`src/rtl/elevator_pkg.sv`:
```
// Shared types for the SCAN elevator controller: FSM state encoding and
// sweep-direction constants.
package elevator_pkg;

    typedef enum logic [1:0] {
        ST_IDLE   = 2'd0,
        ST_MOVING = 2'd1,
        ST_DOOR   = 2'd2
    } state_t;

    localparam logic DIR_UP   = 1'b1;
    localparam logic DIR_DOWN = 1'b0;

endpackage

```
`src/rtl/scan_dir_select.sv`:
```
// Combinational call locator: reports outstanding calls above, below and at the
// current floor, plus whether any call lies ahead in the present sweep direction.
module scan_dir_select
    import elevator_pkg::*;
#(
    parameter int NUM_FLOORS = 8,
    parameter int FLOOR_W    = $clog2(NUM_FLOORS)
) (
    input  logic [NUM_FLOORS-1:0] pending,
    input  logic [FLOOR_W-1:0]    current_floor,
    input  logic                  dir_up,
    output logic                  any_above,
    output logic                  any_below,
    output logic                  here,
    output logic                  ahead
);

    logic [NUM_FLOORS-1:0] above_bits;
    logic [NUM_FLOORS-1:0] below_bits;

    generate
        for (genvar gi = 0; gi < NUM_FLOORS; gi++) begin : g_floor
            assign above_bits[gi] = pending[gi] && (FLOOR_W'(gi) > current_floor);
            assign below_bits[gi] = pending[gi] && (FLOOR_W'(gi) < current_floor);
        end
    endgenerate

    assign any_above = |above_bits;
    assign any_below = |below_bits;
    assign here      = pending[current_floor];
    assign ahead     = (dir_up == DIR_UP) ? any_above : any_below;

endmodule

```
`src/rtl/elevator_scan_controller.sv`:
```
// SCAN-policy elevator controller: latched per-floor calls, counter-timed travel
// and door phases, sweep direction retained while idle.
module elevator_scan_controller
    import elevator_pkg::*;
#(
    parameter int NUM_FLOORS = 8,
    parameter int FLOOR_W    = $clog2(NUM_FLOORS),
    parameter int MOVE_DELAY = 150000000,
    parameter int DOOR_DELAY = 250000000,
    parameter int CNT_W      = 29
) (
    input  logic                  clk,
    input  logic                  rst,
    input  logic [NUM_FLOORS-1:0] call_req,
    input  logic                  door_hold,
    output logic [FLOOR_W-1:0]    current_floor,
    output logic [NUM_FLOORS-1:0] pending,
    output logic                  moving_up,
    output logic                  moving_down,
    output logic                  door_open,
    output logic                  floor_reached,
    output logic                  dir_up
);

    localparam logic [CNT_W-1:0] MOVE_LAST = CNT_W'(MOVE_DELAY - 1);
    localparam logic [CNT_W-1:0] DOOR_LAST = CNT_W'(DOOR_DELAY - 1);

    state_t                  state_reg,   state_next;
    logic [FLOOR_W-1:0]      floor_reg,   floor_next;
    logic [CNT_W-1:0]        cnt_reg,     cnt_next;
    logic [NUM_FLOORS-1:0]   pend_reg,    pend_next;
    logic                    dir_reg,     dir_next;
    logic                    reached_reg, reached_next;
    logic [NUM_FLOORS-1:0]   clear;
    logic [FLOOR_W-1:0]      step_floor;
    logic                    any_above;
    logic                    any_below;
    logic                    here;
    logic                    ahead;
    logic                    behind;

    scan_dir_select #(
        .NUM_FLOORS (NUM_FLOORS),
        .FLOOR_W    (FLOOR_W)
    ) u_dir_select (
        .pending       (pend_reg),
        .current_floor (floor_reg),
        .dir_up        (dir_reg),
        .any_above     (any_above),
        .any_below     (any_below),
        .here          (here),
        .ahead         (ahead)
    );

    assign behind = (dir_reg == DIR_UP) ? any_below : any_above;

    always_ff @(posedge clk) begin
        if (!rst) begin
            state_reg   <= ST_IDLE;
            floor_reg   <= '0;
            cnt_reg     <= '0;
            pend_reg    <= '0;
            dir_reg     <= DIR_UP;
            reached_reg <= 1'b0;
        end else begin
            state_reg   <= state_next;
            floor_reg   <= floor_next;
            cnt_reg     <= cnt_next;
            pend_reg    <= pend_next;
            dir_reg     <= dir_next;
            reached_reg <= reached_next;
        end
    end

    always_comb begin
        state_next   = state_reg;
        floor_next   = floor_reg;
        cnt_next     = cnt_reg;
        dir_next     = dir_reg;
        reached_next = 1'b0;
        clear        = '0;
        step_floor   = (dir_reg == DIR_UP) ? floor_reg + FLOOR_W'(1) : floor_reg - FLOOR_W'(1);

        case (state_reg)
            ST_IDLE: begin
                cnt_next = '0;
                if (here) begin
                    state_next       = ST_DOOR;
                    clear[floor_reg] = 1'b1;
                    reached_next     = 1'b1;
                end else if (ahead) begin
                    state_next = ST_MOVING;
                end else if (behind) begin
                    state_next = ST_MOVING;
                    dir_next   = (dir_reg == DIR_UP) ? DIR_DOWN : DIR_UP;
                end
            end

            ST_MOVING: begin
                if (cnt_reg == MOVE_LAST) begin
                    cnt_next = '0;
                    // Only step toward an outstanding call; this also keeps the
                    // car inside 0..NUM_FLOORS-1.
                    if (!ahead) begin
                        state_next = ST_IDLE;
                    end else begin
                        floor_next = step_floor;
                        if (pend_reg[step_floor]) begin
                            state_next        = ST_DOOR;
                            clear[step_floor] = 1'b1;
                            reached_next      = 1'b1;
                        end
                    end
                end else begin
                    cnt_next = cnt_reg + CNT_W'(1);
                end
            end

            ST_DOOR: begin
                // The open door services any call at this floor, so it never latches.
                clear[floor_reg] = 1'b1;
                if (door_hold || call_req[floor_reg]) begin
                    cnt_next = '0;
                end else if (cnt_reg == DOOR_LAST) begin
                    state_next = ST_IDLE;
                    cnt_next   = '0;
                end else begin
                    cnt_next = cnt_reg + CNT_W'(1);
                end
            end

            default: begin
                state_next = ST_IDLE;
                cnt_next   = '0;
            end
        endcase

        pend_next = (pend_reg | call_req) & ~clear;
    end

    assign current_floor = floor_reg;
    assign pending       = pend_reg;
    assign moving_up     = (state_reg == ST_MOVING) && (dir_reg == DIR_UP);
    assign moving_down   = (state_reg == ST_MOVING) && (dir_reg == DIR_DOWN);
    assign door_open     = (state_reg == ST_DOOR);
    assign floor_reached = reached_reg;
    assign dir_up        = dir_reg;

endmodule

```
`config.mk`:
```
export PLATFORM = sky130hd
export DESIGN_NAME = elevator_scan_controller
export DESIGN_NICKNAME = d
export VERILOG_FILES = /design/src/rtl/elevator_pkg.sv /design/src/rtl/scan_dir_select.sv /design/src/rtl/elevator_scan_controller.sv
export SDC_FILE = /design/constraint.sdc
export NUM_CORES = 1
export LEC_CHECK = 0
export ABC_AREA = 1
export CAP_MARGIN = 20
export CORE_ASPECT_RATIO = 0.9
export CORE_UTILIZATION = 45
export CTS_BUF_LIST = sky130_fd_sc_hd__clkbuf_8
export DETAILED_ROUTE_END_ITERATION = 10
export PLACE_DENSITY_LB_ADDON = 0.2
export SETUP_SLACK_MARGIN = 0.15
export SLEW_MARGIN = 20
export SYNTH_ARGS = -nofsm -noshare
export SYNTH_HDL_FRONTEND = slang
export SYNTH_SLANG_ARGS = --single-unit
```
`constraint.sdc`:
```
create_clock -name clk -period 6.3 [get_ports clk]
set_input_delay 0.63 -clock clk [delete_from_list [all_inputs] [get_ports clk]]
set_output_delay 0.63 -clock clk [all_outputs]
set_load 0.02 [all_outputs]
```
==> flow_summary.yaml, run 1 <==
synth:
  synth_area_um2: 2980
  synth-main-ff-cell: "dfxtp_1"
  muxShareOfSynthArea_pct: 0
  syn-num-nets: 502
  synth_area_leaders: "dfxtp_1 (30%), nand2_1 (15%), nor2_1 (10%), inv_1 (6.7%), nand3_1 (5.4%)"
  async_flop_share_pct: 0
  synth_top_family_by_area: "simple AND/OR/NAND/NOR gates"
  netlist_instances: 482
  synth_fa_ha_area_share_pct: 3.778
  synth-seq-cells: 44
  synth_common_cells: "nand2_1 (123), nor2_1 (82), inv_1 (53)"
  synth_top_area_share_pct: 29.55
  yosys.cell_types.count: 32
  synth-compound-area-share_pct: 8.732
  ys_seq_area_share_pct: 29.55
  synth_xor_area_share_pct: 5.290
  synth_most_common_cell: "nand2_1"
  synth_edf_count: 0
  synthSimpleGateAreaFrac_pct: 42.40
  synth_top_area_cell: "dfxtp_1"
  syn_avg_cell_area_um2: 6.183
  ys.warnings.count: 0
floorplan:
  die_h_um: 79.21
  core_um2: 6250
  initial_core_util_pct: 47.69
  rows: 27
  die_area_um2: 6953
  io_pins: 27
  die_width_um: 87.79
critical_path:
  crit_family: "flip-flops"
  cp.required_ps: 6470
  end_kind: "flip-flop"
  critPathMaxFanout: 30
  crit_path_start_kind: "flip-flop"
  crit_chain: "inv_2 > ha_1 > inv_1 > nand2_1 > nand2_1 > inv_1 > nand2_1 > nand2_1 > nand2_1 > nand2_1 > inv_1 > nand4_1 > o21ai_0 > a21oi_1"
  crit_slowest_cell: "dfxtp_1"
  cpMostUsedCell: "nand2_1"
  critPathMaxStageDelay_ps: 940
  crit_buf_inv: 4
  arrival_ps: 3190
  path_class: "reg2reg"
drt:
  antenna_left: 0
  first_pass_iters: 4
  via_per_inst: 5.169
  route.detailed.drc: 0
  routedWlPerCell_um: 12.39
  drt_wl_total_um: 7325
  dr.first_iter.drc_count: 243
  vias: 3055
final_layout:
  largest_reg_flops: 29
  nets: 523
  fill_cells: 635
  area_growth_syn_to_layout_pct: 13.01
  instances_no_fill: 591
  design_area_um2: 3368
  drive_gt1_share_pct: 5.357
  n_antenna_cell: 0
cts:
  cts_setup_buffers: 0
  cts_num_sinks: 44
  clk_pin_slew_ps: 90
  clockBufferDepth: 2
  cts_tree: "done"
  post_cts_resized: 0
  ctsHoldBuffers: 0
  numCtsBuffers: 5
  ctsRootBufferMaster: "clkbuf_8"
  cts_htree_levels: 2
  clock_latency_ps: 300
timing:
  worst_pin_slew_ps: 931.9
  rsz0062_at_grt: "no"
  slew_viol_final: 0
  setup-violations-final: 0
  skew_ps: 13.84
  maxSlewHeadroom_pct: 37.79
  timing.final.crit_share_pct: 47.93
  setup_tns_ps: 0
  period_needed_ps: 3020
  fmax_mhz: 331.1
  hold_viol: 0
power_and_ir_drop:
  leakage_nw: 1.349
  vdd_drop_max_uv: 101.1
  power_density_nw_per_um2: 197.5
grt:
  grt_pass1_wl_um: 12560
  grt_pass1_vias: 2608
  grt_use_total_pct: 22.59
  grt_overflow_total: 0
  grt_max_degree: 31
  antenna_found_initial: 0
job:
  max_cap_viol_count: 0
placement:
  place_hpwl_um: 5514
  dpl.cell_count: 583
  placed_area_um2: 3266
  portBuffers: 26
  routabilityCongestion: 0.8642
run_status:
  outcome: "complete, no violations"
hold_path:
  hold_path_class: "reg2reg"
==> path summary, 6_finish.rpt <==
path                            startpoint               endpoint  slack, ps  depth (start not counted)
max          current_floor[0]$_SDFFE_PN0P_  pending[2]$_SDFF_PN0_       3280                         14
min                  cnt_reg[0]$_SDFF_PN0_  cnt_reg[0]$_SDFF_PN0_        460                          1
max reg2reg  current_floor[0]$_SDFFE_PN0P_  pending[2]$_SDFF_PN0_       3280                         14
min reg2reg          cnt_reg[0]$_SDFF_PN0_  cnt_reg[0]$_SDFF_PN0_        460                          1
==> per-stage QoR <==
step	setup WS, ps	util (%)	power [W]	hold WS [ps]
after floorplan	4077	-	0.0004195	417.5
after global placement	3209	52.25	0.0004747	433.4
after detailed placement	3071	52.25	0.0004751	447.6
after CTS	3098	53.81	0.0006675	461.4
after global routing	2961	53.89	0.0007043	496.9
final	3280	53.89	0.0006654	455.9
==> layer usage <==
metal | vias up | GRT usage, % | wire length, µm
li1 | 1594 | - | -
met1 | 1373 | 36.11 | 3940
met2 | 84 | 31.63 | 2957
met3 | 4 | 3.222 | 388
met4 | 0 | 3.607 | 38
met5 | - | 0 | 0
==> worst register-to-register path: cells and delay by family, from the launching register on <==
kind	cells	cell delay, ps
AO/OA/AOI/OAI	2	220
buffers and inverters	4	690
adder cells (fa/ha/maj)	1	400
AND/OR/NAND/NOR	7	660
flip-flops	1	940
==> cell type report <==
cell class	count	area (µm²)	area share [%]
Multi-Input combinational cell	367	1799	53.42
Sequential cell	44	880.8	26.15
Inverter	59	221.5	6.575
Clock inverter	2	15.01	0.4458
Clock buffer	6	82.58	2.452
Timing Repair Buffer	26	260.3	7.727
Tap cell	87	108.9	3.232
==> placed cells by master, fill, tap and decap left out, types with 2 or more instances in the layout <==
| cell | n |
|---|---|
| nand2_1 | 123 |
| nor2_1 | 82 |
| inv_1 | 53 |
| dfxtp_1 | 44 |
| nand3_1 | 31 |
| clkdlybuf4s50_1 | 26 |
| nand4_1 | 24 |
| o21ai_0 | 18 |
| a21oi_1 | 17 |
| nor3_1 | 16 |
| xor2_1 | 16 |
| ha_1 | 9 |
| o21ai_1 | 8 |
| inv_2 | 6 |
| clkbuf_8 | 6 |
| nor2_2 | 4 |
| nand2_2 | 3 |
| nand3_2 | 2 |
| xnor2_1 | 2 |
| nor4_1 | 2 |
| clkinvlp_4 | 2 |
==> power by group <==
group	switching, W	total [W]	internal [W]
clock network	0.000103	0.000192	0.0000890
registers	0.0000105	0.000300	0.000290
logic	0.000112	0.000173	0.0000613
total	0.000225	0.000665	0.000440
==> cell families after synthesis <==
logic type | Yosys count
simple gates | 291
buf+inv | 71
compound gates | 49
flops | 44
xor+xnor | 18
fa+ha+maj | 9
Note: power is estimated with default switching activity, not from simulation.
==> inputs of run 2 (changes only) <==
==> constraint.sdc (replaced) <==
create_clock -name clk -period 2.8 [get_ports clk]
set_input_delay 0.28 -clock clk [delete_from_list [all_inputs] [get_ports clk]]
set_output_delay 0.28 -clock clk [all_outputs]
set_load 0.02 [all_outputs]
==> run 2 against run 1 <==
Sequential power rose by 130%; clock skew down 7.1 ps; wire length down 0.76%; sequential share of layout area decreased by 0.18 points; clock power grew 120%; global-route usage decreased by 0.20 points.
==> flow_summary.yaml, run 2 (synthesis results as in run 1) <==
run_status:
  outcome: "complete, no violations"
floorplan:
  io_pins: 27
  initial_core_util_pct: 47.69
  die_h_um: 79.21
  die_area_um2: 6953
  core_um2: 6250
  die_width_um: 87.79
  rows: 27
timing:
  slew_viol_final: 0
  maxSlewHeadroom_pct: 60.60
  skew_ps: 6.748
  setup_tns_ps: 0
  timing.final.crit_share_pct: 80.90
  worst_pin_slew_ps: 590.2
  hold_viol: 0
  whs_ps: 455.9
  setup-violations-final: 0
  period_needed_ps: 2265
  fmax_mhz: 441.5
  rsz0062_at_grt: "no"
critical_path:
  rr_worst_depth: 14
  crit_path_start_kind: "flip-flop"
  end_kind: "flip-flop"
  path_class: "reg2reg"
  cp.required_ps: 2960
  arrival_ps: 2430
  critPathMaxFanout: 8
  r2r_start: "current_floor[1]$_SDFFE_PN0P_"
  critPathLaunch: "current_floor[1]$_SDFFE_PN0P_"
cts:
  ctsRootBufferMaster: "clkbuf_8"
  cts_num_sinks: 44
  ctsHoldBuffers: 0
  cts_setup_buffers: 0
  cts_htree_levels: 2
  clock_latency_ps: 290
  clockBufferDepth: 2
  clk_pin_slew_ps: 80
  cts_tree: "done"
  post_cts_resized: 0
  numCtsBuffers: 5
placement:
  routabilityCongestion: 0.9938
  place_hpwl_um: 5596
  portBuffers: 26
  dpl.cell_count: 587
drt:
  vias: 3067
  route.detailed.drc: 0
  first_pass_iters: 4
  via_per_inst: 5.163
  routedWlPerCell_um: 12.24
  antenna_left: 0
  dr.first_iter.drc_count: 273
  drt_wl_total_um: 7269
grt:
  grt_use_total_pct: 22.39
  grt.busiest_layer: "met1"
  use_met3_pct: 3.950
  grt_max_degree: 30
  grt_pass1_wl_um: 12400
  grt_pass1_vias: 2680
  grt_use_met1_pct: 33.99
  grtUsageMet2_pct: 32.48
  antenna_found_initial: 0
  grt_overflow_total: 0
final_layout:
  final_common_cell: "nand2_1"
  nets: 527
  regArea_um2: 880.8
  largest_reg_flops: 29
  final_cell_mix: "nand2_1 (123), nor2_1 (82), inv_1 (53)"
  fill_cells: 664
  n_antenna_cell: 0
  drive_gt1_share_pct: 5.720
  finish.utilization_pct: 54.27
  area_growth_syn_to_layout_pct: 13.81
  multi_input_area_um2: 1794
  instances_no_fill: 594
hold_path:
  min_path_cells: 1
  worstHoldStart: "cnt_reg[0]$_SDFF_PN0_"
  hold_path_class: "reg2reg"
job:
  max_cap_viol_count: 0
power_and_ir_drop:
  vdd_drop_max_uv: 310.5
  power_density_nw_per_um2: 435.6
  leakage_nw: 1.376
[run 2: final timing paths]
kind	endpoint	slack (ps)
min reg2reg	cnt_reg[0]$_SDFF_PN0_	460
min	cnt_reg[0]$_SDFF_PN0_	460
max	pending[3]$_SDFF_PN0_	530
max reg2reg	pending[3]$_SDFF_PN0_	530
[run 2: per-layer routing]
layer,share of wire [%],vias to the layer above
met5,0,-
met4,0.76,0
met3,6.1,4
met2,41,81
met1,52,1379
li1,-,1603
[run 2: final cells by class]
cell class,count,share of cell area (%)
clock buffers,7,2.840
inverters,59,6.529
multi-input cells,367,52.90
flip-flops and latches,44,25.97
well taps,87,3.209
repair buffers,30,8.558
[run 2: where the power goes]
part | internal, W | total (W) | leakage, nW | switching (W)
sequential | 0.000652 | 0.000676 | 0.358 | 0.0000243
combinational | 0.000138 | 0.000376 | 0.968 | 0.000238
clock | 0.000220 | 0.000425 | 0.0503 | 0.000205
total | 0.00101 | 0.00148 | 1.38 | 0.000468
[run 2: per-stage QoR]
stage                     power (W)  cell area [µm²]  worst slack (ps)
after floorplan           0.0009438             2980             576.7
after global placement     0.001064             3296             670.5
after detailed placement   0.001067             3296             631.3
after CTS                  0.001491             3392             574.5
after global routing       0.001571             3392             295.5
final                      0.001478             3392             534.9
[run 2: critical path, cell delays in order (launching register included)]
cell and delay, ps:
dfxtp_1 530, inv_2 130, ha_1 310, inv_1 60, nand2_1 40, nand2_1 180, inv_1 120, nand2_1 80
nand2_1 50, nand2_1 50, nand2_1 120, inv_1 180, nand4_1 120, o21ai_0 100, a21oi_1 90
